File: config.mk
export PLATFORM = sky130hd
export DESIGN_NAME = pipeline_one_tx
export DESIGN_NICKNAME = d
export VERILOG_FILES = /design/src/rtl/pipeline_one_tx.sv
export SDC_FILE = /design/constraint.sdc
export NUM_CORES = 1
export LEC_CHECK = 0
export ABC_AREA = 1
export CORE_MARGIN = 5
export CORE_UTILIZATION = 48
export DETAILED_ROUTE_END_ITERATION = 6
export PLACE_DENSITY_LB_ADDON = 0.3
export SKIP_LAST_GASP = 1
export SYNTH_ARGS = -nofsm -noshare
export SYNTH_HDL_FRONTEND = slang
export SYNTH_SLANG_ARGS = --single-unit
File: constraint.sdc
create_clock -name clk -period 2.47 [get_ports clk]
set_input_delay 0.741 -clock clk [delete_from_list [all_inputs] [get_ports clk]]
set_output_delay 0.741 -clock clk [all_outputs]
set_load 0.02 [all_outputs]
File: src/rtl/pipeline_one_tx.sv
// Link-side transmitter: captures a frame of four routed flits and replays them as strobed payloads
// on a shared bus, closing with a clksig pulse. Optional feature macro: TX_SKIP_INVALID_EN.
`default_nettype none

module pipeline_one_tx #(
    parameter int PAYLOAD_W  = 7,
    parameter int GAP_CYCLES = 0
) (
    input  logic                   clk,
    input  logic                   rst_n,
    input  logic                   frame_in,
    input  logic [PAYLOAD_W+3:0]   noun,
    input  logic [PAYLOAD_W+3:0]   soun,
    input  logic [PAYLOAD_W+3:0]   eoun,
    input  logic [PAYLOAD_W+3:0]   woun,
    output logic [PAYLOAD_W-1:0]   inc,
    output logic                   nsig,
    output logic                   ssig,
    output logic                   esig,
    output logic                   wsig,
    output logic                   clksig,
    output logic                   busy,
    output logic                   ovf,
    output logic [1:0]             o_dbg_state,
    output logic [1:0]             o_dbg_slot,
    output logic [11:0]            o_dbg_meta
);

    localparam int FLIT_W = PAYLOAD_W + 4;
    localparam logic [3:0] GAP_INIT = (GAP_CYCLES > 0) ? 4'(GAP_CYCLES - 1) : 4'd0;

    typedef enum logic [1:0] {
        ST_IDLE  = 2'd0,
        ST_SEND  = 2'd1,
        ST_GAP   = 2'd2,
        ST_CLOSE = 2'd3
    } state_t;

    state_t                r_state;
    state_t                w_state_nxt;
    logic [1:0]            r_slot;
    logic [1:0]            w_slot_nxt;
    logic [3:0]            r_gap_cnt;
    logic [3:0]            w_gap_nxt;
    logic                  w_accept;

    logic [FLIT_W-1:0]     w_in   [4];
    logic [FLIT_W-1:0]     r_hold [4];

    logic                  w_start_found;
    logic [1:0]            w_start_slot;
    logic                  w_adv_found;
    logic [1:0]            w_adv_slot;

    logic                  w_sel_valid;
    logic [PAYLOAD_W-1:0]  w_sel_payload;
    logic [PAYLOAD_W-1:0]  w_inc_nxt;
    logic [3:0]            w_sig_nxt;

    logic [PAYLOAD_W-1:0]  r_inc;
    logic [3:0]            r_sig;
    logic                  r_clksig;
    logic                  r_busy;
    logic                  r_ovf;

    // Slot order on the link is fixed: 0=N, 1=S, 2=E, 3=W.
    assign w_in[0] = noun;
    assign w_in[1] = soun;
    assign w_in[2] = eoun;
    assign w_in[3] = woun;

`ifdef TX_SKIP_INVALID_EN
    logic [3:0] w_vmask_in;
    logic [3:0] w_vmask_hold;
    logic [2:0] w_start_srch;
    logic [2:0] w_adv_srch;

    // Lowest valid slot at or above 'from'; bit 2 of the result flags a hit.
    function automatic logic [2:0] next_valid(input logic [3:0] vmask, input logic [2:0] from);
        logic [2:0] res;
        res = 3'b000;
        for (int i = 3; i >= 0; i--) begin
            if (vmask[i] && (3'(i) >= from)) begin
                res = {1'b1, 2'(i)};
            end
        end
        return res;
    endfunction

    always_comb begin
        w_vmask_in   = '0;
        w_vmask_hold = '0;
        for (int i = 0; i < 4; i++) begin
            w_vmask_in[i]   = w_in[i][FLIT_W-1];
            w_vmask_hold[i] = r_hold[i][FLIT_W-1];
        end
    end

    assign w_start_srch  = next_valid(w_vmask_in, 3'd0);
    assign w_adv_srch    = next_valid(w_vmask_hold, {1'b0, r_slot} + 3'd1);
    assign w_start_found = w_start_srch[2];
    assign w_start_slot  = w_start_srch[1:0];
    assign w_adv_found   = w_adv_srch[2];
    assign w_adv_slot    = w_adv_srch[1:0];
`else
    assign w_start_found = 1'b1;
    assign w_start_slot  = 2'd0;
    assign w_adv_found   = (r_slot != 2'd3);
    assign w_adv_slot    = r_slot + 2'd1;
`endif

    // frame_in is a one-shot request: accepted only in IDLE, any other cycle (CLOSE included)
    // leaves the hold registers alone and raises the sticky overflow flag.
    always_comb begin
        w_state_nxt = r_state;
        w_slot_nxt  = r_slot;
        w_gap_nxt   = r_gap_cnt;
        w_accept    = 1'b0;
        unique case (r_state)
            ST_IDLE: begin
                if (frame_in) begin
                    w_accept = 1'b1;
                    if (w_start_found) begin
                        w_state_nxt = ST_SEND;
                        w_slot_nxt  = w_start_slot;
                    end else begin
                        w_state_nxt = ST_CLOSE;
                        w_slot_nxt  = 2'd0;
                    end
                end
            end
            ST_SEND: begin
                if (GAP_CYCLES > 0) begin
                    w_state_nxt = ST_GAP;
                    w_gap_nxt   = GAP_INIT;
                end else if (w_adv_found) begin
                    w_state_nxt = ST_SEND;
                    w_slot_nxt  = w_adv_slot;
                end else begin
                    w_state_nxt = ST_CLOSE;
                end
            end
            ST_GAP: begin
                if (r_gap_cnt != 4'd0) begin
                    w_gap_nxt = r_gap_cnt - 4'd1;
                end else if (w_adv_found) begin
                    w_state_nxt = ST_SEND;
                    w_slot_nxt  = w_adv_slot;
                end else begin
                    w_state_nxt = ST_CLOSE;
                end
            end
            ST_CLOSE: begin
                w_state_nxt = ST_IDLE;
            end
            default: begin
                w_state_nxt = ST_IDLE;
            end
        endcase
    end

    // Outputs are decoded from the next state so they appear in the same cycle the state does;
    // on acceptance the hold registers are not loaded yet, so read the inputs directly.
    always_comb begin
        w_sel_valid   = w_accept ? w_in[w_slot_nxt][FLIT_W-1]    : r_hold[w_slot_nxt][FLIT_W-1];
        w_sel_payload = w_accept ? w_in[w_slot_nxt][PAYLOAD_W-1:0] : r_hold[w_slot_nxt][PAYLOAD_W-1:0];
        w_inc_nxt     = '0;
        w_sig_nxt     = 4'b0000;
        if (w_state_nxt == ST_SEND) begin
            w_sig_nxt[w_slot_nxt] = 1'b1;
            if (w_sel_valid) begin
                w_inc_nxt = w_sel_payload;
            end
        end
    end

    always_ff @(posedge clk or negedge rst_n) begin
        if (!rst_n) begin
            r_state   <= ST_IDLE;
            r_slot    <= 2'd0;
            r_gap_cnt <= 4'd0;
            r_inc     <= '0;
            r_sig     <= 4'b0000;
            r_clksig  <= 1'b0;
            r_busy    <= 1'b0;
            r_ovf     <= 1'b0;
            for (int i = 0; i < 4; i++) begin
                r_hold[i] <= '0;
            end
        end else begin
            r_state   <= w_state_nxt;
            r_slot    <= w_slot_nxt;
            r_gap_cnt <= w_gap_nxt;
            r_inc     <= w_inc_nxt;
            r_sig     <= w_sig_nxt;
            r_clksig  <= (w_state_nxt == ST_CLOSE);
            r_busy    <= (w_state_nxt != ST_IDLE);
            r_ovf     <= r_ovf | (frame_in && (r_state != ST_IDLE));
            if (w_accept) begin
                for (int i = 0; i < 4; i++) begin
                    r_hold[i] <= w_in[i];
                end
            end
        end
    end

    assign inc    = r_inc;
    assign nsig   = r_sig[0];
    assign ssig   = r_sig[1];
    assign esig   = r_sig[2];
    assign wsig   = r_sig[3];
    assign clksig = r_clksig;
    assign busy   = r_busy;
    assign ovf    = r_ovf;

    // Golden and direction bits never go on the link; they are only visible here.
    always_comb begin
        o_dbg_meta = '0;
        for (int i = 0; i < 4; i++) begin
            o_dbg_meta[i*3 +: 3] = r_hold[i][FLIT_W-2:PAYLOAD_W];
        end
    end

    assign o_dbg_state = r_state;
    assign o_dbg_slot  = r_slot;

endmodule

`default_nettype wire

==> impl_results.md, run 1 <==
* Sequential-to-total area share from yosys stat at 56.7%
* Port Buffers at 76
* I/O pin count at 77
* DP HPWL at 4440 um
* Final instance area at 3830 um^2
* Max incr delay on CP at 650 ps
* Max_cap viols at 0
* First-pass GRT wire length at 9380 um
* GR peak layer: met2
* Clock tree buffer depth at 2
* Element type at the critical path start: flip-flop
* Post-place setup slack at 85.7 ps
* Status: finished clean
* Most common flop cell mapped by yosys: dfrtp_1
* Synth Instances at 330
* Netlist cell types at 32
* Gpl congestion at 0.762
* Synth Area per Inst at 8.82 um^2
* Clk slew on worst S/H paths at 70 ps
* Initial antenna violation count at 0
* Cts hold-fix bufs at 0
* Final hold violation count at 0
* R2r setup slk at 620 ps
* Crit path setup slack, layout at 313 ps
* Slew HR at 75.5%
* Final Skew at 7.59 ps
* Period utilisation layout at 87.3%
* Finish-stage setup viols at 0
* Most common cell after layout, fill and taps aside: nand2_1
* Met1 Usage GRT at 20.6%
* CTS resizes at 0
* Crit-path cells: clkdlybuf4s50_1
* Routed wire length at 5990 um
* Area added between synthesis and finish at 31.8%
* Worst Path Class, Setup: flip-flop to primary output
* Unrepaired setup endpoints after global routing: no
* DRT Pass-1 Iters at 4
* Max VDD drop at 0.598 mV
* Area post-placement at 3660 um^2
* Worst EP required at 1730 ps
* Clock Latency Late Sink at 330 ps
* CTS sink cnt at 66
* Asr flop ratio synth at 100%
* Post-synth EDFFs at 0
* M2 GR Usage at 25.8%
* FMAX at 0.464 GHz
* Mapped Nets at 378
* Nets at 449
* P per Cell Area at 1230 nW/um^2
* H-tree levels at 3
* N_diodes at 0
* Share of cells above drive strength 1 at 10.9%
* GR Util All Layers at 16.1%
* Vias in the first global route at 2095
* Starting Density at 49.2%
* Die Footprint at 7720 um^2
* Core area at 5920 um^2
* Leakage power at 0.00188 uW
* Mapped Area at 2910 um^2
* Data arrival, critical path at 1420 ps
* DRC at 0
* FP Rows at 28
* Crit-path max FO at 5
* CTS Buf Count at 9
* Synth warnings at 0
* Die Y at 87.9 um
* CP delay by family, top: buffers and inverters
* Via count at 2242
* Buf/Inv on CP at 1
* Setup Buffers After CTS at 0
* Commonest cells after routing, fill and taps aside: 121 x nand2_1, 75 x clkdlybuf4s50_1, 66 x dfrtp_1, 32 x inv_1, 20 x o21ai_0
* Largest net degree at the start of global routing at 67
* Clock period minus worst slack at 2160 ps
* Gr ovfl total at 0
* Die X at 87.9 um
* Post-Route Utilization at 64.8%
* Crit. End Element: primary output
* Root buffer cell: clkbuf_8
* Yosys reg bits at 66
* Pins Over Slew Limit at 0
* DR WL/cell at 12.5 um
* Total negative slack at 0 ps
* Worst slew pin tran at 364 ps
* 1st-iter DRT viols at 74
* Met3 global-route usage at 3.76%
* CTS tree: yes
* Antenna viol nets, final at 0
* Slowest library cell on the worst path: clkdlybuf4s50_1
* Worst Hold Class: input port to asynchronous set/reset pin
* Via density at 4.67
report_power, final:
group	switching, uW	internal, uW
Clock	366	408
Combinational	1350	869
Sequential	179	1530
worst register-to-register path: cells and delay by family, from the launching register on:
family	cells	cell delay, ps
adders and majority gates	1	200
and+or+nand+nor	8	730
AOI/OAI and AO/OA	1	250
buffers and inverters	2	200
DFF	1	380
final timing paths:
kind / from / endpoint / depth (start not counted)
min: rst_n / r_gap_cnt[2] / 2
max reg2reg: r_gap_cnt[0] / inc[2] / 12
min in group clk: o_dbg_meta[3] / o_dbg_meta[3] / 2
max in group asynchronous: rst_n / o_dbg_meta[9] / 2
min reg2reg: o_dbg_meta[3] / o_dbg_meta[3] / 2
max: o_dbg_slot[0] / o_dbg_slot[0] / 1
sequential cells by signal (all words and copies together) (netlist names):
name,flops
inc,7
o_dbg_slot,2
o_dbg_state,2
ovf,1
r_sig,4
busy,1
clksig,1
r_gap_cnt,4
r_hold,32
o_dbg_meta,12
per-stage QoR:
stage / total power, uW / hold slack [ps] / std cells
6_report: 4700 / 416 / 480
3_5_place_dp: 3970 / 455 / 465
5_1_grt: 5070 / 451 / 480
2_1_floorplan: 3300 / 433 / 330
3_3_place_gp: 3900 / 453 / 465
4_1_cts: 4760 / 419 / 480
synthesized netlist by cell type, types with 2 or more instances:
| library cell | n | area [um^2] |
|---|---|---|
| nor2_2 | 2 | 12.5 |
| nor2_4 | 3 | 33.8 |
| nor2_1 | 14 | 52.6 |
| nor3_1 | 3 | 15.0 |
| inv_2 | 8 | 30.0 |
| nand2_2 | 5 | 31.3 |
| nand3_1 | 4 | 20.0 |
| o21ai_0 | 20 | 100 |
| o21ai_1 | 5 | 25.0 |
| nand2_4 | 2 | 22.5 |
| buf_2 | 5 | 25.0 |
| dfrtp_1 | 66 | 1650 |
| nand2_1 | 121 | 454 |
| inv_1 | 32 | 120 |
| clkbuf_1 | 2 | 7.51 |
| nand4_1 | 5 | 31.3 |
| buf_6 | 2 | 22.5 |
| buf_4 | 12 | 90.1 |
| or2_0 | 5 | 31.3 |
| xor2_1 | 2 | 17.5 |
per-layer routing:
layer  vias up  part of all wire [%]
met5         -                     0
met4         0                   2.1
met3        12                   7.0
met2        69                    47
met1      1023                    43
li1       1138                     -
logic make-up (layout without fill, tap and decap cells):
family / Yosys count / count (layout) / synth area share (%)
buffers and inverters: 61 / 136 / 10.1
DFF: 66 / 66 / 56.7
AOI/OAI and AO/OA: 30 / 30 / 5.93
adders and majority gates: 1 / 1 / 0.430
and+or+nand+nor: 169 / 169 / 25.8
xor gates and xnor gates: 3 / 3 / 0.903
area by class of cell:
type,count,area [um^2]
multi-input cells,203,963
flip-flops and latches,66,1650
fillers,498,2090
inverters,40,150
clock inverters,3,15.0
well taps,75,93.8
clock buffers,12,155
repair buffers,81,806
No activity file was read; power rests on OpenSTA's default activity.
==> run 2, diff against run 1 <==
--- a/config.mk
+++ b/config.mk
@@ -9,7 +9,7 @@
 export CORE_MARGIN = 5
 export CORE_UTILIZATION = 48
 export DETAILED_ROUTE_END_ITERATION = 6
-export PLACE_DENSITY_LB_ADDON = 0.3
+export PLACE_DENSITY_LB_ADDON = 0.12
 export SKIP_LAST_GASP = 1
 export SYNTH_ARGS = -nofsm -noshare
 export SYNTH_HDL_FRONTEND = slang
==> constraint.sdc (replaced) <==
create_clock -name clk -period 2.5 [get_ports clk]
set_input_delay 0.75 -clock clk [delete_from_list [all_inputs] [get_ports clk]]
set_output_delay 0.75 -clock clk [all_outputs]
set_load 0.02 [all_outputs]
==> run 2 against run 1 <==
Worst hold slack lost 32 ps; non-clock buffer count stayed put; cell count rose by 0.21%; worst setup slack better by 38 ps; register-to-register slack got worse by 20 ps; sequential share of layout area down 0.31 points; routed wire length grew 5.8%; combinational power is essentially flat; die area did not move; largest cell class unchanged; largest power group unchanged.
==> impl_results.md, run 2 (same netlist as run 1, synthesis figures left out) <==
* Status: finished clean
* Element type at the critical path start: flip-flop
* Final Skew at 10.5 ps
* Pins Over Slew Limit at 0
* Vias in the first global route at 2254
* FP Rows at 28
* Clock tree buffer depth at 2
* Root buffer cell: clkbuf_8
* First-pass GRT wire length at 10400 um
* Antenna viol nets, final at 0
* Worst slew pin tran at 526 ps
* 1st-iter DRT viols at 105
* CTS sink cnt at 66
* Clock period minus worst slack at 2150 ps
* Crit path setup slack, layout at 351 ps
* Port Buffers at 76
* Largest register by flop count: r_hold
* Total negative slack at 0 ps
* Max VDD drop at 0.594 mV
* Period utilisation layout at 86.0%
* Largest register FFs at 32
* Core area at 5920 um^2
* Fill cell count at 508
* CTS Buf Count at 9
* Routed wire length at 6330 um
* DRC at 0
* CP delay by family, top: buffers and inverters
* Via count at 2255
* CTS resizes at 0
* Most common cell after layout, fill and taps aside: nand2_1
* Crit. End Element: primary output
* Finish-stage setup viols at 0
* Post-place setup slack at 118 ps
* GR Util All Layers at 18.0%
* N_diodes at 0
* Commonest cells after routing, fill and taps aside: 121 x nand2_1, 75 x clkdlybuf4s50_1, 66 x dfrtp_1, 32 x inv_1, 20 x o21ai_0
* CTS tree: yes
* Die Footprint at 7720 um^2
* Setup Buffers After CTS at 0
* Nets at 449
* H-tree levels at 3
* Worst EP required at 1750 ps
* Final hold violation count at 0
* Share of cells above drive strength 1 at 11.1%
* FMAX at 0.465 GHz
* I/O pin count at 77
* Die Y at 87.9 um
* Die X at 87.9 um
* Crit-path max FO at 5
* Worst Hold Class: input port to asynchronous set/reset pin
* Starting Density at 49.2%
* Max incr delay on CP at 640 ps
* Unrepaired setup endpoints after global routing: no
* Slowest library cell on the worst path: clkdlybuf4s50_1
* Gpl congestion at 0.770
* DR WL/cell at 13.2 um
* Largest net degree at the start of global routing at 54
* Cts hold-fix bufs at 0
* P per Cell Area at 1230 nW/um^2
* Initial antenna violation count at 0
* Crit-path cells: clkdlybuf4s50_1
* Gr ovfl total at 0
* Via density at 4.69
* Clock Latency Late Sink at 340 ps
* DRT Pass-1 Iters at 4
* Clk slew on worst S/H paths at 70 ps
* DP HPWL at 4630 um
* Buf/Inv on CP at 1
* Leakage power at 0.00188 uW
* Max_cap viols at 0
* Slew HR at 64.9%
* Data arrival, critical path at 1400 ps
* Worst Path Class, Setup: flip-flop to primary output
* Area added between synthesis and finish at 32.7%
[run 2: cell count changes in the layout (fill, tap and decap cells not counted), sizes merged]
cell      change
clkbuf        -2
clkinvlp      +1
clkinv        +1
bufinv        +1
[run 2: power by group]
group	switching, uW	leakage [uW]	internal (uW)
registers	173	0.000816	1510
logic	1340	0.000970	865
clock network	395	0.0000958	453
[run 2: final cells by class]
type,instances,area (um^2),area share [%]
Tap cell,75,93.8,2.43
Clock buffer,10,128,3.30
Sequential cell,66,1650,42.8
Inverter,40,150,3.89
Multi-Input combinational cell,203,963,24.9
Timing Repair Buffer,81,818,21.2
Clock inverter,6,57.6,1.49
[run 2: final timing paths]
check                              start       endpoint  slack, ps  cells after the start
max reg2reg                 r_gap_cnt[0]         inc[0]        600                     11
min                                rst_n     r_hold[33]        380                      1
min in group clk           o_dbg_meta[6]  o_dbg_meta[6]        470                      2
min reg2reg                o_dbg_meta[6]  o_dbg_meta[6]        470                      2
max                        o_dbg_slot[0]  o_dbg_slot[0]        350                      1
max in group asynchronous          rst_n         clksig       1480                      2
[run 2: stage by stage]
stage / power (uW) / instances / cell area [um^2] / hold slack [ps] / util [%]
after floorplan: 3260 / 330 / 2910 / 433 / -
after global placement: 3890 / 465 / 3680 / 453 / 62.1
after detailed placement: 3930 / 465 / 3680 / 458 / 62.1
after CTS: 4790 / 481 / 3860 / 390 / 65.2
after global routing: 5110 / 481 / 3860 / 428 / 65.2
final: 4740 / 481 / 3860 / 383 / 65.2
[run 2: routing by layer]
layer	part of all wire [%]	global-route usage [%]	vias up
met3	6.0	3.29	10
li1	-	-	1138
met1	42	22.2	1051
met2	50	30.3	56
met5	0	0	-
met4	2.0	8.79	0
